## src/rtl/nn_data_requester.sv

```systemverilog
// Frame sequencer for the get_data/which_data/busy fetch port: image set first, then one
// coefficient set per layer, each handed to the compute engine before the next fetch.
module nn_data_requester #(
  parameter int LBITS      = 2,
  parameter int NLAYERS    = 3,
  parameter int TIMEOUT    = 1048576,
  parameter int FRAME_BITS = 16
) (
  input  logic                  clk,
  input  logic                  reset,
  input  logic                  start,
  output logic                  get_data,
  output logic [LBITS-1:0]      which_data,
  input  logic                  busy,
  output logic                  data_valid,
  output logic [LBITS-1:0]      data_sel,
  output logic                  layer_start,
  output logic [LBITS-1:0]      layer_idx,
  input  logic                  layer_done,
  output logic                  frame_done,
  output logic [FRAME_BITS-1:0] frame_count,
  output logic                  error,
  output logic                  idle,
  output logic [2:0]            dbg_state
);

  // Handshake: get_data stays high in REQ until busy=1 is sampled; the set is then
  // considered on the bus once busy=0 is sampled, marked by a one-cycle data_valid.
  localparam int                CW       = $clog2(TIMEOUT);
  localparam logic [CW-1:0]     TLAST    = CW'(TIMEOUT - 1);
  localparam logic [LBITS-1:0]  LAST_SET = LBITS'(NLAYERS);

  typedef enum logic [2:0] {
    S_IDLE    = 3'd0,
    S_REQ     = 3'd1,
    S_WAIT    = 3'd2,
    S_DELIVER = 3'd3,
    S_CSTART  = 3'd4,
    S_CWAIT   = 3'd5,
    S_ERROR   = 3'd6
  } state_t;

  state_t                  r_state;
  state_t                  w_next;
  logic [CW-1:0]           r_tcnt;
  logic [LBITS-1:0]        r_which;
  logic [LBITS-1:0]        w_which_next;
  logic                    w_tmo;
  logic                    w_frame_end;

  logic                    r_get_data;
  logic                    r_data_valid;
  logic [LBITS-1:0]        r_data_sel;
  logic                    r_layer_start;
  logic [LBITS-1:0]        r_layer_idx;
  logic                    r_frame_done;
  logic [FRAME_BITS-1:0]   r_frame_count;
  logic                    r_error;
  logic                    r_idle;

  always_comb begin
    w_next       = r_state;
    w_which_next = r_which;
    w_tmo        = (r_tcnt == TLAST);
    case (r_state)
      S_IDLE: begin
        if (start) begin
          w_next       = S_REQ;
          w_which_next = '0;
        end
      end
      S_REQ: begin
        if (busy)       w_next = S_WAIT;
        else if (w_tmo) w_next = S_ERROR;
      end
      S_WAIT: begin
        if (!busy)      w_next = S_DELIVER;
        else if (w_tmo) w_next = S_ERROR;
      end
      S_DELIVER: begin
        if (r_which == '0) begin
          w_next       = S_REQ;
          w_which_next = LBITS'(1);
        end else begin
          w_next = S_CSTART;
        end
      end
      S_CSTART: w_next = S_CWAIT;
      S_CWAIT: begin
        if (layer_done) begin
          if (r_which < LAST_SET) begin
            w_next       = S_REQ;
            w_which_next = r_which + LBITS'(1);
          end else begin
            w_next = S_IDLE;
          end
        end
      end
      S_ERROR: w_next = S_ERROR;
      default: w_next = S_IDLE;
    endcase
    w_frame_end = (r_state == S_CWAIT) && (w_next == S_IDLE);
  end

  always_ff @(posedge clk) begin
    if (reset) begin
      r_state <= S_IDLE;
      r_which <= '0;
      r_tcnt  <= '0;
    end else begin
      r_state <= w_next;
      r_which <= w_which_next;
      // Any state change restarts the wait budget; it only matters in REQ and WAIT.
      if (w_next != r_state)   r_tcnt <= '0;
      else if (r_tcnt != TLAST) r_tcnt <= r_tcnt + CW'(1);
    end
  end

  // Outputs are registered from the next-state decode so they line up with r_state.
  always_ff @(posedge clk) begin
    if (reset) begin
      r_get_data    <= 1'b0;
      r_data_valid  <= 1'b0;
      r_data_sel    <= '0;
      r_layer_start <= 1'b0;
      r_layer_idx   <= '0;
      r_frame_done  <= 1'b0;
      r_frame_count <= '0;
      r_error       <= 1'b0;
      r_idle        <= 1'b1;
    end else begin
      r_get_data    <= (w_next == S_REQ);
      r_data_valid  <= (w_next == S_DELIVER);
      r_layer_start <= (w_next == S_CSTART);
      r_frame_done  <= w_frame_end;
      r_error       <= (w_next == S_ERROR);
      r_idle        <= (w_next == S_IDLE);
      if (w_next == S_DELIVER) r_data_sel <= r_which;
      if (w_next == S_CSTART)  r_layer_idx <= r_which - LBITS'(1);
      if (w_frame_end)         r_frame_count <= r_frame_count + FRAME_BITS'(1);
    end
  end

  assign get_data    = r_get_data;
  assign which_data  = r_which;
  assign data_valid  = r_data_valid;
  assign data_sel    = r_data_sel;
  assign layer_start = r_layer_start;
  assign layer_idx   = r_layer_idx;
  assign frame_done  = r_frame_done;
  assign frame_count = r_frame_count;
  assign error       = r_error;
  assign idle        = r_idle;
  assign dbg_state   = r_state;

endmodule

```

## config.mk

```make
export PLATFORM = sky130hd
export DESIGN_NAME = nn_data_requester
export DESIGN_NICKNAME = d
export VERILOG_FILES = /design/src/rtl/nn_data_requester.sv
export SDC_FILE = /design/constraint.sdc
export NUM_CORES = 1
export LEC_CHECK = 0
export CAP_MARGIN = 20
export CORE_UTILIZATION = 30
export DETAILED_ROUTE_END_ITERATION = 12
export SLEW_MARGIN = 20
export SYNTH_ARGS = -nofsm -noshare
export SYNTH_HDL_FRONTEND = slang
export SYNTH_SLANG_ARGS = --single-unit
```

## constraint.sdc

```tcl
create_clock -name clk -period 6.8 [get_ports clk]
set_input_delay 0.68 -clock clk [delete_from_list [all_inputs] [get_ports clk]]
set_output_delay 0.68 -clock clk [all_outputs]
set_load 0.02 [all_outputs]
```

==> impl_metrics.csv, run 1 <==
group,metric,value,unit
layout,antenna_cells,0,
layout,seq_area,0.001021,mm^2
logic_synthesis,synth_top_flop_cell,"dfxtp_1",
timing,worst_slew_margin_rel,38.59,%
setup_path,worstPathArrival,2820,ps
layout,fillCellCount,803,
logic_synthesis,synth.most_common_cell,"dfxtp_1",
floorplanning,initial_core_util,31.54,%
place,port_buffers,35,
logic_synthesis,syn-instance-count,297,
logic_synthesis,synth_top_area_cell,"dfxtp_1",
floorplanning,row_count,32,
routing,viasPerCell,4.911,
floorplanning,pin_count,36,
logic_synthesis,netlist_top_cells_area,"dfxtp_1 41%, nor2_1 6.8%, xor2_1 4.6%",
grt,grt_overflow,0,
setup_path,crit_fanout,20,
routing,drt_wl_total,5377,um
power_and_ir_drop,combPwrFrac,7.7,%
clocking,cts_root_buffer,"clkbuf_8",
place,dp_hpwl,3795,um
power_and_ir_drop,power_leakage,0.9374,nW
worst_hold_path,hold_path.class,"flop to flop",
floorplanning,core_area,0.007888,mm^2
routing,post_drt_wl_per_cell,12.53,um
floorplanning,die_h,93.06,um
power_and_ir_drop,internal_power,0.0003910,W
logic_synthesis,synth_warnings,0,
timing,whs,497.3,ps
power_and_ir_drop,p_sw_share,25.52,%
place,place_congestion,0.8051,
timing,timing.setup.tns,0,ps
run_status,status,"complete, no violations",
timing,worst_pin_slew,912.7,ps
timing,min_period,2657,ps
timing,finalSetupViolCount,0,
routing,first_pass_iters,4,
grt,grt_pass1_wl,9011,um
layout,fin_nets,335,
grt,antenna_found_initial,0,
logic_synthesis,synth_common_cells,"51 x dfxtp_1, 45 x nor2_1, 19 x nand2_1",
timing,fin_crit_sh,39.08,%
clocking,cts_buffers,5,
clocking,clock_latency,310,ps
power_and_ir_drop,p_sw,0.0001339,W
logic_synthesis,synth_edf_count,0,
power_and_ir_drop,seq_power_share,58.9,%
clocking,cts_setup_buffers,0,
logic_synthesis,syn_area_per_cell,8.375,um^2
clocking,cts.clk_slew.worst_paths,90,ps
timing,hold_violations,0,
logic_synthesis,ys_seq_area_share,41.05,%
setup_path,worstPathRequired,6970,ps
routing,drcViolationCount,0,
logic_synthesis,synth_nets,306,
setup_path,critPathLaunchType,"flop",
routing,drt_iter0_markers,97,
logic_synthesis,ys_ff_latch,51,
clocking,htreeDepth,2,
clocking,cts.sinks,51,
clocking,clk_path_buf_depth,2,
power_and_ir_drop,clkPwrFrac,33.4,%
setup_path,endpoint_kind,"flop",
power_and_ir_drop,p_per_area,176.1,mW/mm^2
logic_synthesis,synth_top_area_share,41.05,%
power_and_ir_drop,peakVddDrop,0.00006306,V
layout,multi_input_area,0.001353,mm^2
logic_synthesis,synth-async-reset-ratio,0,%
timing,skew,10.57,ps
timing,slew_violations,0,
setup_path,crit_type,"flop to flop",
clocking,cts_resized,0,
power_and_ir_drop,power,0.0005249,W
floorplanning,dieWidth,93.06,um
timing,rsz0062_at_grt,"no",
floorplanning,dieArea,0.008659,mm^2
routing,ant_nets,0,
routing,num_vias,2107,
logic_synthesis,netlist-cell-type-count,49,
layout,final_layout_size_suffix_gt1_share,5.810,%
clocking,holdBufCountCts,0,
grt,track_usage,12.89,%
clocking,cts_tree,"done",
layout,area_growth,19.87,%
grt,grt_max_degree,31,
timing,timing.fmax,376.3,MHz
grt,grt_pass1_vias,1945,
job,max_cap_viol_count,0,
logic_synthesis,netlist_area,0.002487,mm^2
[critical path, cell delays in order, from the launching register on]
cell     delay (ps)
dfxtp_1         400
ha_1            270
nand4_1         240
or4_2           740
o22ai_1         160
a21o_1          570
nor3_1          130
[layout by cell type, fill, tap and decap left out, types with 5 or more instances in the layout]
cell type,synthesis,layout
clkdlybuf4s50_1,0,35
nor3_1,14,14
inv_1,9,9
nand4_1,7,7
dfxtp_1,51,51
or3_1,6,6
a211oi_1,6,6
o21ai_0,17,17
a21oi_1,17,17
nor2_1,45,45
nand3_1,11,11
nand2_1,19,19
nor4_1,6,6
nor3b_1,5,5
clkbuf_8,0,5
xnor2_1,10,10
xor2_1,13,13
[cell type report]
type	instances	share of cell area [%]
inverters	9	1.133
clock buffers	5	2.308
well taps	102	4.280
repair buffers	36	12.00
flip-flops and latches	51	34.24
multi-input cells	223	45.36
clock inverters	3	0.6714
[kinds of logic (layout without fill, tap and decap cells)]
| logic type | after synthesis | in the layout | synth area share, % |
|---|---|---|---|
| compound gates | 59 | 59 | 15.19 |
| xor+xnor | 23 | 23 | 8.098 |
| fa+ha+maj | 4 | 4 | 2.012 |
| buf+inv | 23 | 53 | 4.577 |
| flops | 51 | 51 | 41.05 |
| mux | 4 | 4 | 1.660 |
| simple gates | 133 | 133 | 27.42 |
[per-layer routing]
metal	vias to the layer above	track usage, %	part of all wire (%)
met1	974	16.94	52
met2	23	20.83	45
met4	0	3.846	1.3
li1	1105	-	-
met3	5	3.171	2.2
met5	-	0	0
[stage by stage]
stage	instances	worst slack [ps]	util [%]	area [um^2]
floorplan	297	4587	-	2487
detailed placement	421	4096	36.68	2893
finish	429	4143	37.80	2982
CTS	429	4131	37.80	2982
global placement	421	4168	36.68	2893
global route	429	3928	37.80	2982
[state kept, by name, summed over array words and instances, names as in the netlist, 2 cells and up]
| register | flops |
|---|---|
| layer_idx | 2 |
| data_sel | 2 |
| dbg_state | 3 |
| frame_count | 16 |
| r_tcnt | 20 |
| which_data | 2 |
[final timing paths]
check | from | endpoint | slack, ps | depth (start not counted)
max reg2reg | r_tcnt[0] | r_tcnt[19] | 4140 | 6
max | r_tcnt[0] | r_tcnt[19] | 4140 | 6
min reg2reg | data_sel[0] | data_sel[0] | 500 | 2
min | data_sel[0] | data_sel[0] | 500 | 2
[power by group through the flow]
| stage | Combinational [W] | Sequential, W | Clock (W) |
|---|---|---|---|
| final | 0.0000404 | 0.000309 | 0.000175 |
| after global routing | 0.0000449 | 0.000310 | 0.000198 |
| after CTS | 0.0000407 | 0.000309 | 0.000184 |
| after detailed placement | 0.0000404 | 0.000316 | 0 |
| after global placement | 0.0000402 | 0.000316 | 0 |
| after floorplan | 0.0000275 | 0.000316 | 0 |
(Power assumes the default switching activity.)
==> run 2: changes to the inputs <==
==> constraint.sdc (replaced) <==
create_clock -name clk -period 2.38 [get_ports clk]
set_input_delay 0.238 -clock clk [delete_from_list [all_inputs] [get_ports clk]]
set_output_delay 0.238 -clock clk [all_outputs]
set_load 0.02 [all_outputs]
==> run 2 against run 1 <==
  * Clock power grew to 3.5 times the previous value
  * Clock-buffer cell count stayed put
  * Sequential share of layout area is 1.1 points lower
  * Hold slack better by 6.4 ps
  * Cell count is 1.9% higher
  * Via count is 3.3% higher
  * Global-route usage is 0.59 points higher
  * Flip-flop and latch count stayed put
  * Largest power group unchanged
==> impl_metrics.csv, run 2 (synthesis results as in run 1) <==
group,metric,value,unit
setup_path,worstPathArrival,2440,ps
power_and_ir_drop,p_per_area,529.1,mW/mm^2
job,max_cap_viol_count,0,
setup_path,critPathBufInv,0,
clocking,clk_path_buf_depth,2,
layout,final_common_cell,"dfxtp_1",
layout,largest_reg_flops,20,
setup_path,crit_fanout,10,
setup_path,critPathLaunchType,"flop",
setup_path,crit_chain,"ha_1 > nand4_1 > or4_4 > or2_4 > a221o_1 > nor2_1",
timing,finalSetupViolCount,0,
timing,min_period,2190,ps
layout,final_cell_mix,"51 x dfxtp_1, 45 x nor2_1, 35 x clkdlybuf4s50_1",
floorplanning,initial_core_util,31.54,%
timing,fin_crit_sh,92.02,%
routing,post_drt_wl_per_cell,12.27,um
floorplanning,dieWidth,93.06,um
clocking,htreeDepth,2,
clocking,holdBufCountCts,0,
grt,grt_max_degree,30,
floorplanning,pin_count,36,
setup_path,reg2reg_from,"r_tcnt[0]",
routing,drt_wl_total,5363,um
clocking,clock_latency,310,ps
place,port_buffers,35,
grt,track_usage,13.49,%
clocking,cts_setup_buffers,0,
clocking,cts_resized,0,
layout,fillCellCount,790,
place,dp_hpwl,3856,um
layout,regMostFlops,"r_tcnt",
clocking,cts.sinks,51,
routing,drcViolationCount,0,
layout,fin_nets,343,
timing,skew,11.48,ps
clocking,cts.clk_slew.worst_paths,100,ps
setup_path,critPathMaxStageDelay,580,ps
grt,grt_pass1_vias,2041,
timing,rsz0062_at_grt,"no",
layout,seq_area,0.001021,mm^2
clocking,cts_buffers,5,
timing,worst_pin_slew,434.4,ps
timing,timing.fmax,456.6,MHz
worst_hold_path,hp-start,"r_tcnt[1]",
layout,postLayoutCellArea,0.003084,mm^2
power_and_ir_drop,peakVddDrop,0.0002342,V
floorplanning,core_area,0.007888,mm^2
routing,viasPerCell,4.979,
layout,antenna_cells,0,
floorplanning,row_count,32,
routing,first_pass_iters,4,
layout,area_growth,23.99,%
timing,worst_slew_margin_rel,70.87,%
setup_path,cp_top_family,"simple AND/OR/NAND/NOR gates",
setup_path,crit_start,"r_tcnt[0]",
clocking,cts_tree,"done",
layout,multi_input_area,0.001355,mm^2
run_status,status,"complete, no violations",
place,place_congestion,0.7898,
place,placed_area,0.002965,mm^2
routing,ant_nets,0,
setup_path,crit_type,"flop to flop",
power_and_ir_drop,power_leakage,1.004,nW
grt,antenna_found_initial,0,
setup_path,endpoint_kind,"flop",
clocking,cts_root_buffer,"clkbuf_8",
floorplanning,dieArea,0.008659,mm^2
routing,num_vias,2176,
timing,whs,503.7,ps
timing,hold_violations,0,
worst_hold_path,hold_path.class,"flop to flop",
timing,slew_violations,0,
routing,drt_iter0_markers,96,
timing,timing.setup.tns,0,ps
setup_path,slowest_stage,"or4_4",
grt,grt_overflow,0,
layout,final_layout_size_suffix_gt1_share,8.358,%
floorplanning,die_h,93.06,um
setup_path,worstPathRequired,2630,ps
grt,grt_pass1_wl,9487,um
[run 2: where the power goes]
| part | internal (W) | total [W] | switching, W |
|---|---|---|---|
| logic | 0.0000589 | 0.000139 | 0.0000797 |
| clock network | 0.000319 | 0.000620 | 0.000301 |
| registers | 0.000864 | 0.000873 | 0.00000907 |
| total | 0.00124 | 0.00163 | 0.000390 |
[run 2: worst paths after layout]
path               endpoint  slack (ps)  cells after the start
setup / recovery      error         190                      6
hold / removal    r_tcnt[1]         500                      2
setup reg to reg      error         190                      6
hold reg to reg   r_tcnt[1]         500                      2
[run 2: metal layers]
metal	GRT usage [%]	part of all wire, %
met2	20.04	43
met1	18.90	52
met5	0	0
met4	5.513	1.8
met3	2.764	3.3
[run 2: per-stage QoR]
step / setup slack, ps / power [W] / std cells / utilization, %
6_report: 189.9 / 0.001632 / 437 / 39.10
5_1_grt: 58.99 / 0.001715 / 437 / 39.10
4_1_cts: 76.29 / 0.001661 / 437 / 39.07
3_5_place_dp: 103.6 / 0.001032 / 429 / 37.60
3_3_place_gp: 171.2 / 0.001032 / 429 / 37.60
2_1_floorplan: 166.9 / 0.0009805 / 297 / -
[run 2: area by class of cell]
cell class / count / area share, %
timing repair buffer: 44 / 13.96
sequential: 51 / 33.10
clock inverter: 3 / 1.542
tap: 102 / 4.138
inverter: 9 / 1.095
multi-input combinational: 223 / 43.94
clock buffer: 5 / 2.231
[run 2: worst register-to-register path, delay by kind of cell (launching register included)]
| family | cells | cell delay (ps) |
|---|---|---|
| compound gates | 1 | 360 |
| fa+ha+maj | 1 | 190 |
| simple gates | 4 | 1190 |
| flops | 1 | 400 |
==> run 3: changes to the inputs <==
--- a/config.mk
+++ b/config.mk
@@ -8,7 +8,6 @@
 export CAP_MARGIN = 20
 export CORE_UTILIZATION = 30
 export DETAILED_ROUTE_END_ITERATION = 12
-export SLEW_MARGIN = 20
 export SYNTH_ARGS = -nofsm -noshare
 export SYNTH_HDL_FRONTEND = slang
 export SYNTH_SLANG_ARGS = --single-unit
==> constraint.sdc (replaced) <==
create_clock -name clk -period 2.35 [get_ports clk]
set_input_delay 0.235 -clock clk [delete_from_list [all_inputs] [get_ports clk]]
set_output_delay 0.235 -clock clk [all_outputs]
set_load 0.02 [all_outputs]
==> run 3 against run 2 <==
  * Largest cell class unchanged
  * Combinational power about the same
  * Maximum frequency fell by 0.33%
  * Critical path depth up 1
  * Sequential power up 1%
  * Flip-flop and latch count stayed put
  * Power up 1.5%
  * Highest routed layer unchanged
  * Via count increased by 1.1%
  * Hold slack better by 9.5 ps
  * Register-to-register slack lost 40 ps
  * Clock-buffer cell count did not move
  * Wire length increased by 1.2%
==> impl_metrics.csv, run 3 (synthesis results as in run 1) <==
group,metric,value,unit
run_status,status,"complete, no violations",
timing,timing.setup.tns,0,ps
floorplanning,initial_core_util,31.54,%
floorplanning,dieArea,0.008659,mm^2
clocking,clk_path_buf_depth,2,
clocking,cts_setup_buffers,0,
routing,drcViolationCount,0,
layout,final_common_cell,"dfxtp_1",
timing,rsz0062_at_grt,"no",
timing,finalSetupViolCount,0,
grt,grt_pass1_wl,9252,um
clocking,cts.clk_slew.worst_paths,90,ps
setup_path,crit_type,"flop to flop",
layout,seq_area,0.001021,mm^2
setup_path,worstPathArrival,2400,ps
job,max_cap_viol_count,0,
clocking,clock_latency,310,ps
layout,final_cell_mix,"51 x dfxtp_1, 45 x nor2_1, 35 x clkdlybuf4s50_1",
timing,skew,12.99,ps
setup_path,critPathLaunchType,"flop",
grt,grt_overflow,0,
clocking,cts_tree,"done",
routing,num_vias,2200,
floorplanning,pin_count,36,
power_and_ir_drop,p_per_area,537.4,mW/mm^2
layout,fillCellCount,782,
power_and_ir_drop,power_leakage,0.9988,nW
timing,timing.fmax,455.1,MHz
routing,ant_nets,0,
routing,viasPerCell,5.034,
timing,hold_violations,0,
grt,grt_max_degree,30,
routing,first_pass_iters,4,
place,dp_hpwl,3920,um
routing,post_drt_wl_per_cell,12.42,um
layout,multi_input_area,0.001355,mm^2
timing,slew_violations,0,
floorplanning,row_count,32,
grt,antenna_found_initial,0,
clocking,cts_root_buffer,"clkbuf_8",
power_and_ir_drop,peakVddDrop,0.0002711,V
routing,drt_iter0_markers,100,
clocking,cts_buffers,5,
timing,worst_slew_margin_rel,69.78,%
place,port_buffers,35,
worst_hold_path,hold_path.class,"flop to flop",
grt,track_usage,13.35,%
layout,final_layout_size_suffix_gt1_share,8.358,%
floorplanning,core_area,0.007888,mm^2
clocking,htreeDepth,2,
setup_path,worstPathRequired,2550,ps
grt,grt_pass1_vias,1999,
timing,whs,513.3,ps
layout,antenna_cells,0,
floorplanning,die_h,93.06,um
layout,area_growth,23.94,%
floorplanning,dieWidth,93.06,um
layout,largest_reg_flops,20,
place,place_congestion,0.8113,
routing,drt_wl_total,5429,um
clocking,cts.sinks,51,
timing,worst_pin_slew,450.6,ps
layout,regMostFlops,"r_tcnt",
timing,min_period,2197,ps
setup_path,endpoint_kind,"flop",
layout,finish.utilization,39.09,%
timing,fin_crit_sh,93.51,%
setup_path,crit_fanout,20,
layout,fin_nets,343,
## run 3: layer usage
| metal | share of wire, % | wire length [um] | global-route usage [%] | vias up |
|---|---|---|---|---|
| met2 | 45 | 2417 | 20.83 | 37 |
| met4 | 1.5 | 79 | 5.000 | 0 |
| met1 | 50 | 2711 | 17.87 | 1034 |
| met3 | 4.1 | 220 | 3.089 | 5 |
| li1 | - | - | - | 1124 |
| met5 | 0 | 0 | 0 | - |
## run 3: through the flow
| stage | setup WS, ps | instances | cell area (um^2) | power [W] |
|---|---|---|---|---|
| after CTS | 57.05 | 437 | 3080 | 0.001682 |
| after global placement | 158.9 | 429 | 2965 | 0.001044 |
| after detailed placement | 80.20 | 429 | 2965 | 0.001044 |
| final | 152.6 | 437 | 3083 | 0.001657 |
| after global routing | 6.150 | 437 | 3083 | 0.001736 |
| after floorplan | 136.9 | 297 | 2487 | 0.0009930 |
## run 3: final timing paths
kind	start	endpoint	slack [ps]	cells after the start
worst max-delay path	r_tcnt[0]	r_tcnt[17]	150	7
worst min-delay path	r_tcnt[1]	r_tcnt[1]	510	2
worst max register to register	r_tcnt[0]	r_tcnt[17]	150	7
worst min register to register	r_tcnt[1]	r_tcnt[1]	510	2
## run 3: cell type report
type	instances	share of cell area, %
inverters	9	1.096
clock inverters	3	1.502
clock buffers	5	2.232
multi-input cells	223	43.95
well taps	102	4.140
repair buffers	44	13.96
flip-flops and latches	51	33.12
## run 3: timing repair
| item | CTS | global route |
|---|---|---|
| gates resized for setup | 0 | 1 |
| setup endpoints to repair | 0 | 8 |
| hold buffers | 0 | 0 |
## run 3: power breakdown
group	switching, W	total (W)	internal, W
Clock	0.000312	0.000633	0.000321
Sequential	0.00000896	0.000884	0.000875
Combinational	0.0000804	0.000140	0.0000594
## run 3: critical path: stages, from the launching register on
cell and delay [ps]:
dfxtp_1 400, ha_1 230, nand4_1 200, or4_2 720, o22ai_1 140, a21o_1 170
buf_12 150, nor3_1 60
